[src/rtl/mem_arbiter.sv]
// mem_arbiter: shares one multi-cycle memory port between instruction fetch (IF) and data
// load/store (D).
//
// The arbiter grants one request at a time. When both requesters ask at once, the one that
// was not served last wins. It drives a single memory transaction for the granted request
// and returns the read data together with a one-cycle done pulse. Misaligned word accesses
// and memory timeouts finish early, with err asserted and the returned data set to 0.
//
// Ports:
//   i_clk_50, i_rst_n                   clock; synchronous active-low reset
//   i_if_req, i_if_addr                 fetch request (word read)
//   o_if_done, o_if_rdata               fetch done pulse / fetched word
//   i_d_req, i_d_addr, i_d_wdata,
//   i_d_rw, i_d_datasize                data request (rw: 1=write; datasize: 1=byte)
//   o_d_done, o_d_rdata                 data done pulse / load data
//   o_err                               pulses with a done for misalignment or timeout
//   o_mem_en, o_mem_addr, o_mem_wdata,
//   o_mem_rw, o_mem_datasize            memory request (en is a one-cycle start strobe)
//   i_mem_r, i_mem_rdata                memory ready / read data
module mem_arbiter #(
  parameter int unsigned TIMEOUT = 31
) (
  input  logic        i_clk_50,
  input  logic        i_rst_n,
  input  logic        i_if_req,
  input  logic [15:0] i_if_addr,
  output logic        o_if_done,
  output logic [15:0] o_if_rdata,
  input  logic        i_d_req,
  input  logic [15:0] i_d_addr,
  input  logic [15:0] i_d_wdata,
  input  logic        i_d_rw,
  input  logic        i_d_datasize,
  output logic        o_d_done,
  output logic [15:0] o_d_rdata,
  output logic        o_err,
  output logic        o_mem_en,
  output logic [15:0] o_mem_addr,
  output logic [15:0] o_mem_wdata,
  output logic        o_mem_rw,
  output logic        o_mem_datasize,
  input  logic        i_mem_r,
  input  logic [15:0] i_mem_rdata
);

  localparam logic [7:0] TimeoutCnt = TIMEOUT[7:0];

  typedef enum logic [1:0] {StIdle, StIssue, StWait, StDone} state_e;

  state_e      r_state, w_state_next;
  logic        r_last_d;     // last grant went to D
  logic        r_owner_d;    // current access belongs to D
  logic        r_err;
  logic [7:0]  r_timer;
  logic [15:0] r_mem_addr, r_mem_wdata;
  logic        r_mem_rw, r_mem_ds;
  logic [15:0] r_if_rdata, r_d_rdata;

  logic        w_grant_d;
  logic [15:0] w_req_addr;
  logic [15:0] w_req_wdata;
  logic        w_req_rw, w_req_byte, w_misaligned;
  logic [7:0]  w_timer_inc;
  logic        w_grant, w_to_done, w_done_err, w_done_owner_d;
  logic [15:0] w_done_data;

  // Round robin: on a tie, D wins only when IF was served last.
  assign w_grant_d    = i_d_req && (!i_if_req || !r_last_d);
  assign w_req_addr   = w_grant_d ? i_d_addr : i_if_addr;
  assign w_req_rw     = w_grant_d && i_d_rw;
  assign w_req_byte   = w_grant_d && i_d_datasize;
  assign w_misaligned = !w_req_byte && w_req_addr[0];
  // Byte stores replicate the low byte so either lane of the memory sees it.
  assign w_req_wdata  = !w_grant_d ? r_mem_wdata :
                        (w_req_byte ? {i_d_wdata[7:0], i_d_wdata[7:0]} : i_d_wdata);
  assign w_timer_inc  = r_timer + 8'd1;
  // A misaligned access reaches DONE straight from IDLE, before the owner is latched.
  assign w_done_owner_d = (r_state == StIdle) ? w_grant_d : r_owner_d;

  always_comb begin
    w_state_next = r_state;
    w_grant      = 1'b0;
    w_to_done    = 1'b0;
    w_done_err   = 1'b0;
    w_done_data  = 16'h0000;
    unique case (r_state)
      StIdle: begin
        if (i_if_req || i_d_req) begin
          w_grant = 1'b1;
          if (w_misaligned) begin
            w_state_next = StDone;
            w_to_done    = 1'b1;
            w_done_err   = 1'b1;
          end else begin
            w_state_next = StIssue;
          end
        end
      end
      StIssue: w_state_next = StWait;
      StWait: begin
        if (i_mem_r) begin
          w_state_next = StDone;
          w_to_done    = 1'b1;
          w_done_data  = r_mem_rw ? 16'h0000 : i_mem_rdata;
        end else if (w_timer_inc == TimeoutCnt) begin
          w_state_next = StDone;
          w_to_done    = 1'b1;
          w_done_err   = 1'b1;
        end
      end
      StDone:  w_state_next = StIdle;
      default: w_state_next = StIdle;
    endcase
  end

  always_ff @(posedge i_clk_50) begin
    if (!i_rst_n) begin
      r_state     <= StIdle;
      r_last_d    <= 1'b1;
      r_owner_d   <= 1'b0;
      r_err       <= 1'b0;
      r_timer     <= 8'd0;
      r_mem_addr  <= 16'h0000;
      r_mem_wdata <= 16'h0000;
      r_mem_rw    <= 1'b0;
      r_mem_ds    <= 1'b0;
      r_if_rdata  <= 16'h0000;
      r_d_rdata   <= 16'h0000;
    end else begin
      r_state <= w_state_next;
      if (w_grant) begin
        r_last_d  <= w_grant_d;
        r_owner_d <= w_grant_d;
        // Memory-facing registers keep their old values for misaligned accesses.
        if (!w_misaligned) begin
          r_mem_addr  <= w_req_addr;
          r_mem_wdata <= w_req_wdata;
          r_mem_rw    <= w_req_rw;
          r_mem_ds    <= w_req_byte;
        end
      end
      if (r_state == StIssue) begin
        r_timer <= 8'd0;
      end else if (r_state == StWait && !i_mem_r) begin
        r_timer <= w_timer_inc;
      end
      if (w_to_done) begin
        r_err <= w_done_err;
        if (w_done_owner_d) r_d_rdata  <= w_done_data;
        else                r_if_rdata <= w_done_data;
      end
    end
  end

  assign o_if_done      = (r_state == StDone) && !r_owner_d;
  assign o_d_done       = (r_state == StDone) && r_owner_d;
  assign o_err          = (r_state == StDone) && r_err;
  assign o_if_rdata     = r_if_rdata;
  assign o_d_rdata      = r_d_rdata;
  assign o_mem_en       = (r_state == StIssue);
  assign o_mem_addr     = r_mem_addr;
  assign o_mem_wdata    = r_mem_wdata;
  assign o_mem_rw       = r_mem_rw;
  assign o_mem_datasize = r_mem_ds;

endmodule

[config.mk]
export PLATFORM = sky130hd
export DESIGN_NAME = mem_arbiter
export DESIGN_NICKNAME = d
export VERILOG_FILES = /design/src/rtl/mem_arbiter.sv
export SDC_FILE = /design/constraint.sdc
export NUM_CORES = 1
export LEC_CHECK = 0
export BUFFER_PORTS_ARGS = -buffer_cell sky130_fd_sc_hd__buf_2
export CAP_MARGIN = 20
export CORE_UTILIZATION = 45
export DETAILED_ROUTE_END_ITERATION = 10
export PLACE_DENSITY = 0.82
export SYNTH_ARGS = -nofsm -noshare
export SYNTH_HDL_FRONTEND = slang
export SYNTH_SLANG_ARGS = --single-unit
[constraint.sdc]
create_clock -name i_clk_50 -period 3.9 [get_ports i_clk_50]
set_input_delay 0.39 -clock i_clk_50 [delete_from_list [all_inputs] [get_ports i_clk_50]]
set_output_delay 0.39 -clock i_clk_50 [all_outputs]
set_load 0.03 [all_outputs]
==> summary.md, run 1 <==
| Metric | Value |
|---|---|
| Maximum fanout encountered on the critical timing path | `18` |
| Commonest non-fill, non-tap cell in the layout | `sky130_fd_sc_hd__buf_2` |
| Type of destination of the critical path | `flip-flop` |
| Number of standard cells after synthesis | `400` |
| Count of flip-flops with a built-in enable after synthesis | `0` |
| Worst setup timing slack at the placement stage | `1.174 ns` |
| Final design utilization | `58.19%` |
| Commonest cells after routing, fill and taps aside | `sky130_fd_sc_hd__buf_2 (140), sky130_fd_sc_hd__nand2_1 (99), sky130_fd_sc_hd__dfxtp_1 (79), sky130_fd_sc_hd__nand3_1 (37), sky130_fd_sc_hd__mux2i_1 (33)` |
| Final-report hold violation count | `0` |
| Synth unique cells | `39` |
| Total number of clock tree sinks | `79` |
| Switching pwr | `0.0008897 W` |
| Wire length per cell | `13.31 um` |
| Slew of the pin with the lowest slew margin | `about 1.0 ns` |
| Post-CTS Hold Buffers | `0` |
| Overall overflow remaining after global route | `0` |
| Via Count | `around 3300` |
| DIE AREA | `0.008281 mm^2` |
| Final setup skew | `0.01421 ns` |
| Routed wire length | `around 8400 um` |
| Proportion of power drawn by the clock network | `26.2%` |
| Share of total power in sequential cells | `41.4%` |
| Clock network latency to the later pin of the worst-skew pair | `approximately 0.35 ns` |
| Horizontal extent of the die | `just over 90 um` |
| Number of antenna violations at the first check in global routing | `0` |
| Net switching share of the total power | `37.35%` |
| Top cells by area in the synthesized netlist | `sky130_fd_sc_hd__dfxtp_1 (44%), sky130_fd_sc_hd__nand2_1 (10%), sky130_fd_sc_hd__mux2i_1 (9.3%), sky130_fd_sc_hd__o211a_1 (6.5%), sky130_fd_sc_hd__nand3_1 (5.2%)` |
| CTS tree | `built` |
| Storage element area | `0.001582 mm^2` |
| Share of the synthesized area in the top cell type | `44.37%` |
| Final period util | `66.63%` |
| Bufs on Longest Clock Path | `2` |
| Count of standard-cell rows | `32` |
| Total of buffers placed on input and output ports | `140` |
| Min Clock Period, post-route | `roughly 2.6 ns` |
| Peak supply drop | `0.3602 mV` |
| Via count of the first global-routing pass | `~3000` |
| Number of antenna-violating nets in the routed design | `0` |
| Number of top-level design ports | `around 140` |
| Arrival time worst endpoint | `2.81 ns` |
| Pin count of the biggest net entering global routing | `59` |
| Yosys top cell by area | `sky130_fd_sc_hd__dfxtp_1` |
| Postcts setup bufs | `0` |
| Clock-pin slew reported for the worst setup and hold paths after clock tree synthesis | `0.09 ns` |
| Number of nets in the layout | `605` |
| Post-Route Setup TNS | `0 ns` |
| Total leakage power | `2.323 nW` |
| Synthesized netlist net count | `478` |
| Initial cell density of the core | `between 40% and 50%` |
| Layout Cells excl Fill | `about 630` |
| Final setup violation count | `0` |
| Root buffer cell | `sky130_fd_sc_hd__clkbuf_8` |
| Dominant synthesized flop cell | `sky130_fd_sc_hd__dfxtp_1` |
| Count of warnings emitted by yosys | `0` |
| Floorplan core area | `0.007687 mm^2` |
| Combined global-route utilization of all metal layers | `a little over a fifth` |
| Number of DRC markers after the initial detailed-route iteration | `123` |
| Power density relative to cell area | `between 500 and 600 mW/mm^2` |
| Post-route worst setup slack | `1.302 ns` |
| Max frequency | `0.3848 GHz` |
| Max Transition Viols Final | `0` |
| Synth-to-layout area growth | `25.48%` |
| ANT cells | `0` |
| Global-route wire length before repair | `about 14000 um` |
| Number of instances resized during post-cts repair | `0` |
| Area of the multi-input gates | `0.001810 mm^2` |
| Total of flip-flops plus latches after synthesis | `79` |
| Critical path type | `flip-flop to flip-flop` |
| Unrepaired setup endpoints after global routing | `no` |
| Status | `finished, final reports clean` |
| Worst min-delay path category | `input pin to flip-flop` |
| Proportion of register bits with asynchronous set or reset after synthesis | `0%` |
| Height of the die | `91 um` |
| Ratio of routed vias to standard cells | `roughly 5.2` |
| Placed Cells | `618` |
| Sequential share of the synthesized area | `roughly 44%` |
| Router iterations before antenna repair | `4` |
| Synthesized cell area | `0.003565 mm^2` |
| Number of CTS-inserted buffers | `9` |
| Worst slew margin | `roughly 30%` |
| Layout fillers | `705` |
| Max-capacitance violation count | `0` |
| Layout cell share with drive strength beyond 1 | `31.20%` |
| Cell-internal power | `0.001492 W` |
| H-tree levels | `3` |
| Placer congestion estimate | `between 0.8 and 0.9` |
| Syn Area/Cell | `8.912 um^2` |
| Critical path startpoint category | `flip-flop` |
| Combinational share of power | `between 30 and 40%` |
| Req. time, crit path | `around 4 ns` |
| Sum of net half-perimeters after detailed placement | `a little over 6000 um` |
| DRC violation count after routing | `0` |
-- layer usage --
| layer | global-route usage, % | part of all wire, % | vias to the layer above |
|---|---|---|---|
| li1 | - | - | 1630 |
| met5 | 0 | 0 | - |
| met4 | 8.069 | 1.5 | 0 |
| met1 | 26.55 | 45 | 1508 |
| met2 | 33.96 | 47 | 120 |
| met3 | 6.281 | 6.8 | 13 |
-- synthesized netlist by cell type, types with 7 or more instances --
cell type and count:
sky130_fd_sc_hd__nor2_1 10, sky130_fd_sc_hd__o211a_1 23, sky130_fd_sc_hd__a21boi_0 8, sky130_fd_sc_hd__buf_2 7, sky130_fd_sc_hd__nand2_1 99, sky130_fd_sc_hd__o21ai_0 20, sky130_fd_sc_hd__ha_1 7, sky130_fd_sc_hd__mux2i_1 33
sky130_fd_sc_hd__nand3_1 37, sky130_fd_sc_hd__clkbuf_1 14, sky130_fd_sc_hd__dfxtp_1 79
-- layout make-up --
type | instances | area share (%)
inverters | 6 | 0.5035
well taps | 102 | 2.853
repair buffers | 143 | 16.17
flip-flops and latches | 79 | 35.36
clock inverters | 5 | 1.483
clock buffers | 11 | 3.161
multi-input cells | 288 | 40.48
-- final timing paths --
kind | slack [ns] | to | from | cells past startpoint
worst min-delay path | 0.27 | o_if_rdata[8]$_SDFFE_PN0P_ | i_mem_rdata[8] | 3
worst min register to register | 0.46 | o_if_rdata[5]$_SDFFE_PN0P_ | o_if_rdata[5]$_SDFFE_PN0P_ | 2
worst max-delay path | 1.30 | o_if_rdata[7]$_SDFFE_PN0P_ | r_state[1]$_SDFFE_PN0P_ | 5
worst max register to register | 1.30 | o_if_rdata[7]$_SDFFE_PN0P_ | r_state[1]$_SDFFE_PN0P_ | 5
-- logic make-up (layout without fill, tap and decap cells) --
logic type      count (synthesis)  in the layout  synth area share, %
compound gates                 68             68                15.13
xor+xnor                        9              9                2.211
fa+ha+maj                       7              7                2.457
buf+inv                        33            165                4.984
flops                          79             79                44.37
mux                            34             34                9.653
simple gates                  170            170                21.20
-- metrics by stage --
stage | hold slack (ns) | area (um^2) | power (W)
global route | 0.2603 | 4473 | 0.002528
detailed placement | 0.4495 | 4265 | 0.001779
CTS | 0.2524 | 4473 | 0.002406
global placement | 0.4421 | 4265 | 0.001755
finish | 0.2711 | 4473 | 0.002382
floorplan | 0.4478 | 3565 | 0.001587
-- worst max-delay path: stages, from the launching register on --
cell	delay, ns
sky130_fd_sc_hd__dfxtp_1	0.35
sky130_fd_sc_hd__inv_1	0.11
sky130_fd_sc_hd__ha_1	0.42
sky130_fd_sc_hd__mux2i_2	0.91
sky130_fd_sc_hd__o311a_2	0.52
sky130_fd_sc_hd__o21ai_0	0.15
-- state kept, by name (all words and copies together) (netlist names) --
name,flops
o_if_rdata,16
r_owner_d,1
r_timer,8
o_mem_addr,16
r_last_d,1
o_mem_datasize,1
r_state,2
r_err,1
o_mem_wdata,16
o_mem_rw,1
o_d_rdata,16
-- power by group through the flow --
stage                     Sequential (W)  Clock (W)  Combinational (W)
after CTS                       0.000985   0.000644           0.000777
after detailed placement         0.00100          0           0.000778
after global routing            0.000998   0.000688           0.000842
after floorplan                  0.00117          0           0.000420
after global placement          0.000995          0           0.000760
final                           0.000985   0.000625           0.000772
Power figures use the tool's default switching activity.
==> inputs of run 2 (changes only) <==
Clock period 3.9 ns to 2.7 ns, I/O delays scaled along.
==> summary.md, run 2 (same netlist as run 1, synthesis figures left out) <==
| Metric | Value |
|---|---|
| Peak supply drop | `0.4939 mV (+37%)` |
| Worst hold-check slack | `0.1340 ns (-0.1371 ns)` |
| Combined global-route utilization of all metal layers | `21.24% (+0.15 points)` |
| DRC violation count after routing | `0 (unchanged)` |
| Number of nets in the layout | `609 (+0.66%)` |
| CTS tree | `built` |
| H-tree levels | `3 (unchanged)` |
| Type of destination of the critical path | `flip-flop` |
| Height of the die | `91 um (unchanged)` |
| Status | `finished, final reports clean` |
| Layout cell share with drive strength beyond 1 | `31.90% (+0.70 points)` |
| Total leakage power | `2.357 nW (+1.5%)` |
| Max Transition Viols Final | `0 (unchanged)` |
| Max-capacitance violation count | `0 (unchanged)` |
| Combinational share of power | `31.6% (-0.8 points)` |
| R2r endpoint | `o_d_rdata[5]$_SDFFE_PN0P_` |
| Pin count of the biggest net entering global routing | `33 (-44%)` |
| Sum of net half-perimeters after detailed placement | `6238 um (+0.24%)` |
| Critical path type | `flip-flop to flip-flop` |
| Arrival time worst endpoint | `2.36 ns (-0.45 ns)` |
| Clock network latency to the later pin of the worst-skew pair | `0.37 ns (+0.02 ns)` |
| Placer congestion estimate | `0.7949 (-2.9%)` |
| Horizontal extent of the die | `91 um (unchanged)` |
| Via Count | `3249 (-0.67%)` |
| Total of buffers placed on input and output ports | `140 (unchanged)` |
| Clock-pin slew reported for the worst setup and hold paths after clock tree synthesis | `0.10 ns (about the same)` |
| Max frequency | `0.4826 GHz (+25%)` |
| Postcts setup bufs | `0 (unchanged)` |
| Wire length on met2 | `4068 um (+3.3%)` |
| Maximum fanout encountered on the critical timing path | `17 (-1)` |
| Net switching share of the total power | `37.36% (about the same)` |
| Proportion of power drawn by the clock network | `29.0% (+2.8 points)` |
| Global-route wire length before repair | `14240 um (+2.6%)` |
| Register-to-register setup slack | `0.63 ns (-0.67 ns)` |
| Final-report hold violation count | `0 (unchanged)` |
| Router iterations before antenna repair | `5 (+1)` |
| Slew of the pin with the lowest slew margin | `0.6677 ns (-0.3648 ns)` |
| Floorplan core area | `0.007687 mm^2 (unchanged)` |
| Routed wire length | `8530 um (+1.1%)` |
| Worst reg-to-reg path cell count | `7 (+2)` |
| Cell area reported after detailed placement | `0.004295 mm^2 (+0.70%)` |
| Critical path startpoint category | `flip-flop` |
| Power density relative to cell area | `793.8 mW/mm^2 (+49%)` |
| Cell-internal power | `0.002252 W (+51%)` |
| Number of CTS-inserted buffers | `9 (unchanged)` |
| Number of instances resized during post-cts repair | `0 (unchanged)` |
| Total number of clock tree sinks | `79 (unchanged)` |
| Worst slew margin | `55.32% (+26 points)` |
| Ratio of routed vias to standard cells | `5.092 (-1.3%)` |
| Root buffer cell | `sky130_fd_sc_hd__clkbuf_8` |
| Number of antenna violations at the first check in global routing | `0 (unchanged)` |
| Number of DRC markers after the initial detailed-route iteration | `171 (+39%)` |
| Overall overflow remaining after global route | `0 (unchanged)` |
| Min Clock Period, post-route | `2.072 ns (-0.5264 ns)` |
| Final design utilization | `58.92% (+0.73 points)` |
| DIE AREA | `0.008281 mm^2 (unchanged)` |
| Worst min-delay path category | `input pin to flip-flop` |
| Initial cell density of the core | `46.37% (unchanged)` |
| Req. time, crit path | `2.99 ns (-1.12 ns)` |
| Cell-by-cell listing of the critical path | `inv_1 > ha_1 > mux2i_2 > buf_4 > a21oi_2 > o21ai_4 > mux2i_1` |
| Final setup violation count | `0 (unchanged)` |
| Startpoint of the worst register-to-register path | `r_state[0]$_SDFFE_PN0P_` |
| Post-CTS Hold Buffers | `0 (unchanged)` |
| Number of antenna-violating nets in the routed design | `0 (unchanged)` |
| Hold Path Origin | `i_mem_rdata[8]` |
| Highest-delay cell along the critical path | `sky130_fd_sc_hd__ha_1` |
| ANT cells | `0 (unchanged)` |
| Switching pwr | `0.001343 W (+51%)` |
| Top layer reached by signal wires | `met4` |
| Post-Route Setup TNS | `0 ns (unchanged)` |
| Amount of wire on met3 after detailed routing | `500 um (-12%)` |
| Commonest non-fill, non-tap cell in the layout | `sky130_fd_sc_hd__buf_2` |
| Final period util | `76.74% (+10 points)` |
| Post-route cell area | `0.004529 mm^2 (+1.3%)` |
| Routed length on met1 | `3872 um (+1.8%)` |
| Via count of the first global-routing pass | `3138 (+2.8%)` |
| Number of top-level design ports | `141 (unchanged)` |
| Commonest cells after routing, fill and taps aside | `sky130_fd_sc_hd__buf_2 (140), sky130_fd_sc_hd__nand2_1 (99), sky130_fd_sc_hd__dfxtp_1 (79), sky130_fd_sc_hd__nand3_1 (37), sky130_fd_sc_hd__mux2i_1 (33)` |
| Count of standard-cell rows | `32 (unchanged)` |
| Hold path endpoint | `o_if_rdata[8]$_SDFFE_PN0P_` |
| Hold Crit Depth | `3 (unchanged)` |
| Unrepaired setup endpoints after global routing | `no` |
| Bufs on Longest Clock Path | `2 (unchanged)` |
| Share of total power in sequential cells | `39.4% (-2.0 points)` |
| Maximum cell stage delay along the critical path | `0.41 ns (-0.50 ns)` |
| Wire length per cell | `13.37 um (+0.44%)` |
| Synth-to-layout area growth | `27.06%` |
| Final setup skew | `0.02220 ns (+0.007993 ns)` |
==> run 2: worst max path at each step <==
stage	start	to	slack [ns]	cells after the start
floorplan	r_state[0]$_SDFFE_PN0P_	o_if_rdata[0]$_SDFFE_PN0P_	0.87	8
global placement	r_state[0]$_SDFFE_PN0P_	o_d_rdata[6]$_SDFFE_PN0P_	0.77	7
detailed placement	r_state[0]$_SDFFE_PN0P_	o_d_rdata[13]$_SDFFE_PN0P_	0.64	7
CTS	r_state[0]$_SDFFE_PN0P_	o_d_rdata[13]$_SDFFE_PN0P_	0.63	7
global route	r_state[0]$_SDFFE_PN0P_	o_d_rdata[10]$_SDFFE_PN0P_	0.46	7
finish	r_state[0]$_SDFFE_PN0P_	o_d_rdata[5]$_SDFFE_PN0P_	0.63	7
==> run 2: layout make-up <==
cell class / instances / area, um^2
Clock inverter: 7 / 110.1
Clock buffer: 9 / 123.9
Sequential cell: 79 / 1582
Fill cell: 726 / 3158
Inverter: 6 / 22.52
Tap cell: 102 / 127.6
Timing Repair Buffer: 147 / 753.2
Multi-Input combinational cell: 288 / 1810
==> run 2: critical path, delay by kind of cell, from the launching register on <==
kind / cells / cell delay, ns
buf+inv: 2 / 0.37
compound gates: 2 / 0.32
flops: 1 / 0.34
fa+ha+maj: 1 / 0.41
mux: 2 / 0.54
==> run 2: per-layer routing <==
layer  up-vias  GRT usage (%)
li1       1633              -
met1      1494          27.07
met2       111          34.85
met3        11          5.611
met4         0          7.143
met5         -              0
==> run 2: metrics by stage <==
step           setup WS [ns]  std cells  total power, W
2_1_floorplan         0.8715        400        0.002293
3_3_place_gp          0.7663        622        0.002539
3_5_place_dp          0.6381        622        0.002574
4_1_cts               0.6317        638        0.003613
5_1_grt               0.4579        638        0.003780
6_report              0.6280        638        0.003596
==> run 2: power groups by stage <==
stage | logic (W) | registers (W) | clock network [W]
2_1_floorplan | 0.000607 | 0.00169 | 0
3_3_place_gp | 0.00110 | 0.00144 | 0
3_5_place_dp | 0.00113 | 0.00144 | 0
4_1_cts | 0.00114 | 0.00142 | 0.00106
5_1_grt | 0.00123 | 0.00144 | 0.00111
6_report | 0.00114 | 0.00142 | 0.00104
==> inputs of run 3 (changes only) <==
Settings changed: CORE_UTILIZATION 45 to 44, PLACE_DENSITY 0.82 to 0.83.
Clock period 2.7 ns to 1.77 ns, I/O delays scaled along.
==> summary.md, run 3 (same netlist as run 1, synthesis figures left out) <==
| Metric | Value |
|---|---|
| Startpoint of the worst register-to-register path | `r_timer[2]$_SDFFE_PP0P_` |
| Total leakage power | `2.416 nW (+2.5%)` |
| Routed length on met1 | `3731 um (-3.6%)` |
| Placed Cells | `630 (+1.3%)` |
| Routed wire length | `8988 um (+5.4%)` |
| Router iterations before antenna repair | `5 (unchanged)` |
| Type of destination of the critical path | `flip-flop` |
| Clock-pin slew reported for the worst setup and hold paths after clock tree synthesis | `0.10 ns (about the same)` |
| Arrival time worst endpoint | `1.99 ns (-0.37 ns)` |
| Slew of the pin with the lowest slew margin | `0.4283 ns (-0.2394 ns)` |
| Worst setup timing slack at the placement stage | `-0.1107 ns (-0.7488 ns)` |
| Synth-to-layout area growth | `31.41%` |
| Combined global-route utilization of all metal layers | `20.49% (-0.75 points)` |
| Total of buffers placed on input and output ports | `140 (unchanged)` |
| Status | `finished, final reports clean` |
| Hold path endpoint | `o_if_rdata[12]$_SDFFE_PN0P_` |
| Worst reg-to-reg path cell count | `6 (-1)` |
| Post-route worst setup slack | `0.06289 ns (-0.5651 ns)` |
| Wire length on met2 | `4420 um (+8.7%)` |
| R2r endpoint | `o_if_rdata[10]$_SDFFE_PN0P_` |
| Height of the die | `92.01 um (+1.1%)` |
| Wire length per cell | `13.89 um (+3.9%)` |
| H-tree levels | `3 (unchanged)` |
| Worst slew margin | `71.45% (+16 points)` |
| Number of DRC markers after the initial detailed-route iteration | `145 (-15%)` |
| Sum of net half-perimeters after detailed placement | `6427 um (+3.0%)` |
| ANT cells | `0 (unchanged)` |
| Number of top-level design ports | `141 (unchanged)` |
| Root buffer cell | `sky130_fd_sc_hd__clkbuf_8` |
| DRC violation count after routing | `0 (unchanged)` |
| CTS tree | `built` |
| Critical path type | `flip-flop to flip-flop` |
| Number of CTS-inserted buffers | `9 (unchanged)` |
| Number of nets in the layout | `618 (+1.5%)` |
| Max frequency | `0.5858 GHz (+21%)` |
| Commonest non-fill, non-tap cell in the layout | `sky130_fd_sc_hd__buf_2` |
| Number of antenna-violating nets in the routed design | `0 (unchanged)` |
| Power density relative to cell area | `1146 mW/mm^2 (+44%)` |
| Amount of wire on met3 after detailed routing | `629 um (+26%)` |
| Count of standard-cell rows | `32 (unchanged)` |
| Final setup skew | `0.01008 ns (-0.01212 ns)` |
| Post-CTS Hold Buffers | `0 (unchanged)` |
| Clock network latency to the later pin of the worst-skew pair | `0.35 ns (-0.02 ns)` |
| Horizontal extent of the die | `92.01 um (+1.1%)` |
| Worst min-delay path category | `input pin to flip-flop` |
| Min Clock Period, post-route | `1.707 ns (-0.3649 ns)` |
| Max-capacitance violation count | `0 (unchanged)` |
| Worst hold-check slack | `0.05352 ns (-0.08048 ns)` |
| Register-to-register setup slack | `0.06 ns (-0.57 ns)` |
| Layout Cells excl Fill | `647 (+1.4%)` |
| Maximum fanout encountered on the critical timing path | `8 (-9)` |
| Max Transition Viols Final | `0 (unchanged)` |
| Number of antenna violations at the first check in global routing | `0 (unchanged)` |
| Global-route wire length before repair | `13900 um (-2.4%)` |
| Top layer reached by signal wires | `met4` |
| Bufs on Longest Clock Path | `2 (unchanged)` |
| Ratio of routed vias to standard cells | `5.198 (+2.1%)` |
| Final-report hold violation count | `0 (unchanged)` |
| DIE AREA | `0.008466 mm^2 (+2.2%)` |
| Layout fillers | `684 (-5.8%)` |
| Via count of the first global-routing pass | `3088 (-1.6%)` |
| Floorplan core area | `0.007767 mm^2 (+1.0%)` |
| Commonest cells after routing, fill and taps aside | `sky130_fd_sc_hd__buf_2 (140), sky130_fd_sc_hd__nand2_1 (98), sky130_fd_sc_hd__dfxtp_1 (75), sky130_fd_sc_hd__nand3_1 (37), sky130_fd_sc_hd__mux2i_1 (33)` |
| Layout cell share with drive strength beyond 1 | `35.60% (+3.7 points)` |
| Final setup violation count | `0 (unchanged)` |
| Placer congestion estimate | `0.8208 (+3.3%)` |
| Critical path startpoint category | `flip-flop` |
| Total number of clock tree sinks | `79 (unchanged)` |
| Pin count of the biggest net entering global routing | `44 (+33%)` |
| Overall overflow remaining after global route | `0 (unchanged)` |
| Hold Crit Depth | `3 (unchanged)` |
| Final design utilization | `60.31% (+1.4 points)` |
| Final period util | `96.45% (+20 points)` |
| Peak supply drop | `0.6771 mV (+37%)` |
| Initial cell density of the core | `45.89% (-0.48 points)` |
| Hold Path Origin | `i_mem_rdata[12]` |
| Via Count | `3363 (+3.5%)` |
| Req. time, crit path | `2.05 ns (-0.94 ns)` |
-- run 3: repair_timing --
action / CTS / global route
gates cloned: 0 / 1
resized for setup: 9 / 12
pin swaps: 2 / 1
hold endpoints to repair: 0 / 0
endpoints found under the setup margin: 31 / 34
buffers inserted: 0 / 0
-- run 3: worst max path at each step --
stage / start / endpoint / slack [ns] / cells after the start
6_report: r_timer[2]$_SDFFE_PP0P_ / o_if_rdata[10]$_SDFFE_PN0P_ / 0.06 / 6
5_1_grt: r_timer[2]$_SDFFE_PP0P_ / o_if_rdata[2]$_SDFFE_PN0P_ / -0.02 / 6
4_1_cts: r_timer[0]$_SDFFE_PP0P_ / o_if_rdata[0]$_SDFFE_PN0P_ / 0.02 / 6
3_5_place_dp: r_state[0]$_SDFFE_PN0P_ / o_if_rdata[9]$_SDFFE_PN0P_ / -0.11 / 6
3_3_place_gp: r_state[0]$_SDFFE_PN0P_ / o_mem_datasize$_SDFFE_PN0P_ / 0.04 / 8
2_1_floorplan: r_state[0]$_SDFFE_PN0P_ / o_if_rdata[0]$_SDFFE_PN0P_ / 0.02 / 8
-- run 3: through the flow --
stage / area, um^2 / TNS (ns) / total power (W)
3_3_place_gp: 4415 / 0 / 0.003987
4_1_cts: 4639 / 0 / 0.005346
3_5_place_dp: 4415 / -0.8882 / 0.004042
2_1_floorplan: 3578 / 0 / 0.003519
5_1_grt: 4684 / -0.1093 / 0.005673
6_report: 4684 / 0 / 0.005368
-- run 3: where the power goes --
group	internal (W)	total (W)	leakage [nW]	switching (W)
clock network	0.000541	0.00127	0.0903	0.000728
logic	0.000716	0.00192	1.68	0.00121
registers	0.00202	0.00218	0.644	0.000155
-- run 3: layout make-up --
type | instances | area [um^2] | share of cell area, %
Sequential cell | 79 | 1587 | 33.87
Tap cell | 102 | 127.6 | 2.724
Multi-Input combinational cell | 289 | 1893 | 40.41
Inverter | 6 | 22.52 | 0.4808
Clock buffer | 9 | 123.9 | 2.644
Timing Repair Buffer | 155 | 867.1 | 18.51
Clock inverter | 7 | 63.81 | 1.362
-- run 3: layer usage --
| layer | up-vias | GRT usage [%] |
|---|---|---|
| met3 | 22 | 6.882 |
| met1 | 1554 | 24.51 |
| li1 | 1666 | - |
| met5 | - | 0 |
| met2 | 121 | 33.83 |
| met4 | 0 | 7.943 |
-- run 3: worst max-delay path: stages (launching register included) --
cell                      delay [ns]
sky130_fd_sc_hd__dfxtp_2        0.42
sky130_fd_sc_hd__nand3_1        0.18
sky130_fd_sc_hd__xor2_2         0.23
sky130_fd_sc_hd__nor3_4         0.07
sky130_fd_sc_hd__buf_4          0.16
sky130_fd_sc_hd__o311a_2        0.41
sky130_fd_sc_hd__o21ai_0        0.18
